### src/rtl/pc_next_unit.sv
// Fetch-stage program counter: next-PC selection, stall/wait hold, one-deep
// redirect buffer and a sticky misalignment flag.
module pc_next_unit #(
  parameter logic [31:0] RESET_PC = 32'h0000_0000
) (
  input  logic        clk,
  input  logic        rst_n,
  input  logic        stall,
  input  logic        imem_ready,
  input  logic        branch_taken,
  input  logic [31:0] branch_base,
  input  logic [31:0] branch_offset,
  input  logic        jump_en,
  input  logic [31:0] jump_base,
  input  logic [25:0] jump_index,
  output logic [31:0] pc,
  output logic [31:0] pc_plus4,
  output logic        fetch_valid,
  output logic        redirect_pending,
  output logic        misalign
);

  localparam int unsigned W    = 32;
  localparam int unsigned WORD = W - 2;
  localparam logic [W-1:0] RESET_PC_ALIGNED = {RESET_PC[W-1:2], 2'b00};

  typedef enum logic {BOOT, RUN} state_t;

  state_t          state, state_next;
  logic [W-1:0]    pending_target, pending_target_next;
  logic [W-1:0]    pc_next;
  logic            pending_next, misalign_next;
  logic            advance, redirect, misalign_hit;
  logic [WORD-1:0] branch_word;
  logic [W-1:0]    branch_target, jump_target, target;
  logic            unused_jump_bits;

  // Region bits come from jump_base; only its low bits matter for the error check.
  assign unused_jump_bits = ^jump_base[27:2];

  // Offset is pre-shifted, so summing word addresses drops the low bits for free.
  assign branch_word   = WORD'(branch_base[W-1:2] + branch_offset[W-1:2]);
  assign branch_target = {branch_word, 2'b00};
  assign jump_target   = {jump_base[31:28], jump_index, 2'b00};
  assign target        = jump_en ? jump_target : branch_target;
  assign redirect      = jump_en | branch_taken;
  assign advance       = (state == RUN) & imem_ready & ~stall;
  assign pc_plus4      = W'(pc + W'(4));

  assign misalign_hit = (branch_taken & ((branch_offset[1:0] != 2'b00) |
                                         (branch_base[1:0]   != 2'b00))) |
                        (jump_en & (jump_base[1:0] != 2'b00));

  // Next-state and next-PC selection; a buffered redirect outranks a new one.
  always_comb begin
    state_next          = state;
    pc_next             = pc;
    pending_next        = redirect_pending;
    pending_target_next = pending_target;
    misalign_next       = misalign | misalign_hit;

    case (state)
      BOOT:    state_next = RUN;
      RUN:     state_next = RUN;
      default: state_next = BOOT;
    endcase

    if (advance) begin
      if (redirect_pending) begin
        pc_next      = pending_target;
        pending_next = 1'b0;
      end else if (redirect) begin
        pc_next = target;
      end else begin
        pc_next = pc_plus4;
      end
    end else if (redirect && !redirect_pending) begin
      pending_next        = 1'b1;
      pending_target_next = target;
    end
  end

  always_ff @(posedge clk or negedge rst_n) begin
    if (!rst_n) begin
      state            <= BOOT;
      pc               <= RESET_PC_ALIGNED;
      fetch_valid      <= 1'b0;
      redirect_pending <= 1'b0;
      pending_target   <= '0;
      misalign         <= 1'b0;
    end else begin
      state            <= state_next;
      pc               <= pc_next;
      fetch_valid      <= (state_next == RUN);
      redirect_pending <= pending_next;
      pending_target   <= pending_target_next;
      misalign         <= misalign_next;
    end
  end

endmodule

### config.mk
export PLATFORM = sky130hd
export DESIGN_NAME = pc_next_unit
export DESIGN_NICKNAME = d
export VERILOG_FILES = /design/src/rtl/pc_next_unit.sv
export SDC_FILE = /design/constraint.sdc
export NUM_CORES = 1
export LEC_CHECK = 0
export ABC_CLOCK_PERIOD_IN_PS = 2800
export CORE_MARGIN = 2
export CORE_UTILIZATION = 46
export CTS_CLUSTER_DIAMETER = 200
export CTS_CLUSTER_SIZE = 16
export DETAILED_ROUTE_END_ITERATION = 10
export PLACE_DENSITY = 0.82
export SLEW_MARGIN = 20
export SYNTH_ARGS = -nofsm -noshare
export SYNTH_HDL_FRONTEND = slang
export SYNTH_SLANG_ARGS = --single-unit
### constraint.sdc
create_clock -name clk -period 2.8 [get_ports clk]
set_input_delay 0.84 -clock clk [delete_from_list [all_inputs] [get_ports clk]]
set_output_delay 0.84 -clock clk [all_outputs]
set_load 0.01 [all_outputs]
* Word-level counts from Yosys, hierarchy flattened
Index checks and enable logic that the tools add are counted.
** Word-level totals
- Output and inout bits :: 67
- Flip-flop bits (word level) :: 67
** Operators by class
- Reduce and logical (&&, ||, !) cells :: 7
- Muxes and demuxes :: 5
- Add/subtract/negate cells :: 2
- Bitwise logic cells :: 10
** Operators with widths (number)
- 2-to-1 mux 32 bit :: 3
- adder 32 x 3 -> 32 bit (second input constant) :: 1
- adder 30 bit :: 1
- nonzero test 2 bit :: 4
- bitwise AND 1 bit :: 4
- OR 1 bit :: 4
- 2-to-1 mux 1 bit :: 2
- inverter 1 bit :: 2
- AND reduction 2 bit :: 1
- logical AND 1 bit :: 1
- zero test 1 bit :: 1

* Depth between registers and ports, before layout
- Depth after elaboration :: 5
- Gate-level depth with buffers :: 11
- Depth with buffers taken out :: 11

* Worst setup path before layout
Ideal clock, no wire load.
- Path kind :: input to register
- Start point :: input port branch_base[2]
- End point :: register pc[30]
- Arrival :: 3.178 ns
- Cell stages on the path :: 11
- Path buffers :: 0
- Path slack :: -0.520 ns
- Setup time :: 0.142 ns
- Cell sequence :: ha_1 -> fa_1 -> a211oi_2 -> o21bai_4 -> a41oi_4 -> o31ai_4 -> a211oi_4 -> a21oi_4 -> a31oi_4 -> xor2_1 -> o221ai_1
** Between the ends
- Longest elaborated chain between the ends :: 4
** RTL lines
- start, declared :: line 11 : input logic [31:0] branch_base,
- adder 30 bit :: line 42 : assign branch_word = WORD'(branch_base[W-1:2] + branch_offset[W-1:2]);
- 2-to-1 mux 32 bit :: line 45 : assign target = jump_en ? jump_target : branch_target;
- 2-to-1 mux 32 bit :: line 72 : end else if (redirect) begin
- 2-to-1 mux 32 bit :: line 69 : if (redirect_pending) begin
- end signal, assigned :: line 93 : pc <= pc_next;
- end, declared :: line 16 : output logic [31:0] pc,
No other way between the ends.
A chain may end at the register's enable or synchronous reset.

* Worst setup path in the final report
- Start point :: input port branch_offset[13]
- End point :: register pc[22]
** Between the ends
- Longest elaborated chain between the ends :: 4
** RTL lines
- start, declared :: line 12 : input logic [31:0] branch_offset,
- adder 30 bit :: line 42
- 2-to-1 mux 32 bit :: line 45
- 2-to-1 mux 32 bit :: line 72
- 2-to-1 mux 32 bit :: line 69
No other way between the ends.

==> results.txt <==
worst-margin pin slew = 0.5011 ns
register area share after synthesis = 29.33%
Yosys top cell by area = dfrtp_1
# DRC = 0
CTS Root Buffer Type = clkbuf_16
Pleak = 0.004508 µW
TritonCTS Sinks = 63
Most Frequent Cell on Critical Path = buf_4
Final ANT Viol Nets = 0
slowest CP cell = a211oi_4
die height = 112.1 µm
vias in the first global route = 7,011
DRT iter0 DRCs = 926
Clock Latency Late Sink = 0.34 ns
dpl hpwl = 15,490 µm
Sw Pwr = 2003 µW
async set or reset register ratio after synthesis = 100.0%
Via Count = 7,364
cells after synthesis = 679
Cell Area, Synth = 5375 µm²
part of the power in registers = 24.9%
Req. time, crit path = 3.01 ns
Starting Density = 47.07%
Post-synth EDFFs = 0
number of core rows = 39
switching share of power = 38.02%
worst slack at placement = -0.9098 ns
largest net degree at the start of global routing = 55
initial antenna violation count = 0
maximum VDD drop = 0.4420 mV
CTS tree = done
Max Clock Skew = 0.005146 ns
first drt pass iteration count = 7
final worst-path cycle share = 110.9%
post-synth top area share = 29.33%
all-layer global routing usage = 35.48%
grt ovf = 0
I/O pins = 195
clock buffer depth = 2
ANT cells = 0
Hold Buf Count CTS = 0
routability cong. = 0.8732
failing checks = setup timing
Hold WC Path Type = in2async
power density cells = 537.2 nW/µm²
fmax = 322.1 MHz
# H-tree levels = 3
Distinct cells, synth = 70
Pint = 3264 µW
status = finished, violations left
crit path DAT = 3.32 ns
fin worst setup slack = -0.3049 ns
Syn Area/Cell = 7.916 µm²
die area = 12,570 µm²
Min Hold Slack = 0.4496 ns
final hold vios = 0
Area Overhead vs Synth = 82.38%
Slew headroom = 66.48%
routed length per placed instance = 22.04 µm
total CTS buffers = 9
fin. max-slew vios = 0
Startpoint Class = input port
DR vias/cell = 6.273
CP Class = in2reg
top_reg_cell synth = dfrtp_1
Largest stage delay, worst path = 0.31 ns
post-route minimum period = 3.105 ns
register bit total from synthesis = 63
clk slew on worst S/H paths = 0.05 ns
nets@finish = 1,185
port bufs = 164
Clock power frac = 20.1%
max capacitance violation total = 0
core box area = 11,420 µm²
share of cells above drive strength 1 = 39.67%
top post-synthesis cells by area = dfrtp_1 (29%), ha_1 (7.0%), nand2_1 (6.8%), a21oi_1 (5.8%), xor2_1 (5.1%)
Comb pwr share = 55.0%
worst-path maximum fanout = 3
Crit. End Element = flip-flop
first-pass GRT wire length = 35,690 µm
RSZ-0062 raised after global routing = true
Die Wd = 112.1 µm
Final setup viols = 35
routed wire length = 25,880 µm
Ys Warns = 0
CP cell instances = dlygate4sd2_1 > ha_4 > a21o_1 > a41o_1 > a211oi_4 > o31ai_4 > buf_4 > a21boi_2 > xor2_1 > buf_4 > a211oi_2 > a21oi_1 > o22ai_1
==> worst max-delay path, delay by kind of cell <==
family                   cells  cell delay, ns
adder cells (fa/ha/maj)      1            0.25
XOR/XNOR                     1            0.25
AO/OA/AOI/OAI                8            1.36
buffers and inverters        3            0.62
==> metal layers <==
| metal | global-route usage (%) | vias up | routed length (µm) |
|---|---|---|---|
| li1 | - | 3126 | - |
| met1 | 43.60 | 3446 | 9224 |
| met2 | 62.33 | 625 | 12360 |
| met3 | 5.076 | 167 | 2523 |
| met4 | 15.12 | 0 | 1772 |
| met5 | 0 | - | 0 |
==> layout make-up <==
type | instances | area [µm²]
clock buffers | 12 | 256.5
clock inverters | 4 | 20.02
fillers | 571 | 1615
inverters | 16 | 62.56
multi-input cells | 565 | 4591
flip-flops and latches | 63 | 1577
well taps | 143 | 178.9
repair buffers | 371 | 3118
==> final timing paths <==
check	end	slack (ns)	start	depth (start not counted)
setup / recovery	pc[22]$_DFFE_PN0P_	-0.30	branch_offset[13]	13
hold / removal	pending_target[6]$_DFFE_PN0P_	0.45	rst_n	1
setup reg to reg	pc[29]$_DFFE_PN0P_	0.23	pc[20]$_DFFE_PN0P_	12
hold reg to reg	pending_target[18]$_DFFE_PN0P_	0.48	pending_target[18]$_DFFE_PN0P_	2
max in group asynchronous	state$_DFF_PN0_	1.66	rst_n	2
min in group clk	pending_target[18]$_DFFE_PN0P_	0.48	pending_target[18]$_DFFE_PN0P_	2
==> cell usage after synthesis (3+ instances only) <==
cell	number
a211o_1	3
a211oi_1	8
a21boi_0	5
a21o_1	16
a21oi_1	62
a31oi_1	10
and3_1	13
buf_4	4
clkbuf_1	31
dfrtp_1	63
ha_1	30
inv_1	15
mux2i_1	13
nand2_1	97
nand2b_1	3
nand3_1	21
nand4_1	10
nor2_1	71
nor2b_1	5
nor3_1	7
o211ai_1	9
o21a_1	9
o21ai_0	50
o21ai_1	8
o221ai_1	5
o22ai_1	5
o31ai_1	4
xnor2_1	21
xor2_1	31
==> state kept, by name (all words and copies together), names as in the netlist <==
name / flops
redirect_pending: 1
pc: 30
misalign: 1
state: 1
pending_target: 30
==> power by group through the flow <==
stage | sequential (µW) | combinational, µW | clock, µW
6_report | 1310 | 2900 | 1060
3_3_place_gp | 1290 | 2330 | 0
2_1_floorplan | 1390 | 940 | 0
3_5_place_dp | 1300 | 2400 | 0
5_1_grt | 1330 | 3050 | 1090
4_1_cts | 1300 | 2560 | 1040
==> cells by family (layout without fill, tap and decap cells) <==
family | after synthesis | after routing | synth area share [%]
xor+xnor | 53 | 53 | 8.776
other cells | 2 | 5 | 0.1397
buf+inv | 54 | 403 | 4.097
fa+ha+maj | 31 | 31 | 7.356
flops | 63 | 63 | 29.33
simple gates | 240 | 240 | 19.86
compound gates | 222 | 222 | 27.82
mux | 14 | 14 | 2.630
==> through the flow <==
step	setup TNS (ns)	cells	total power, µW	util (%)	area, µm²
floorplan	-2.127	682	2328	-	5510
CTS	-1.304	1161	4900	81.39	9294
finish	-3.660	1174	5267	85.85	9803
global placement	-33.47	1107	3619	73.23	8362
detailed placement	-36.90	1107	3698	73.23	8362
global route	-6.358	1174	5476	85.85	9803
==> timing repair <==
| item | CTS | global route |
|---|---|---|
| gates resized for setup | 270 | 115 |
| setup endpoints to repair | 76 | 59 |
| endpoints found under the hold margin | 0 | 0 |
| pin swaps | 90 | 69 |
| buffers inserted | 40 | 15 |
==> layout by cell type (no fill, tap or decap), drive strengths merged, types with 10 or more instances in the layout <==
cell type      synthesis  routed
a31oi                 11      11
buf                    7     240
o21ai                 58      58
inv                   15      15
a21o                  16      16
nand3                 21      21
mux2i                 13      13
a211oi                11      11
and3                  14      14
a21oi                 63      63
clkbuf                31      22
dlygate4sd2            0      13
nand2                 97      97
clkdlybuf4s15          0      12
dfrtp                 63      63
xnor2                 21      21
xor2                  32      32
clkdlybuf4s50          0      89
nand4                 10      10
nor2                  72      72
ha                    30      30
Power figures use the tool's default switching activity.
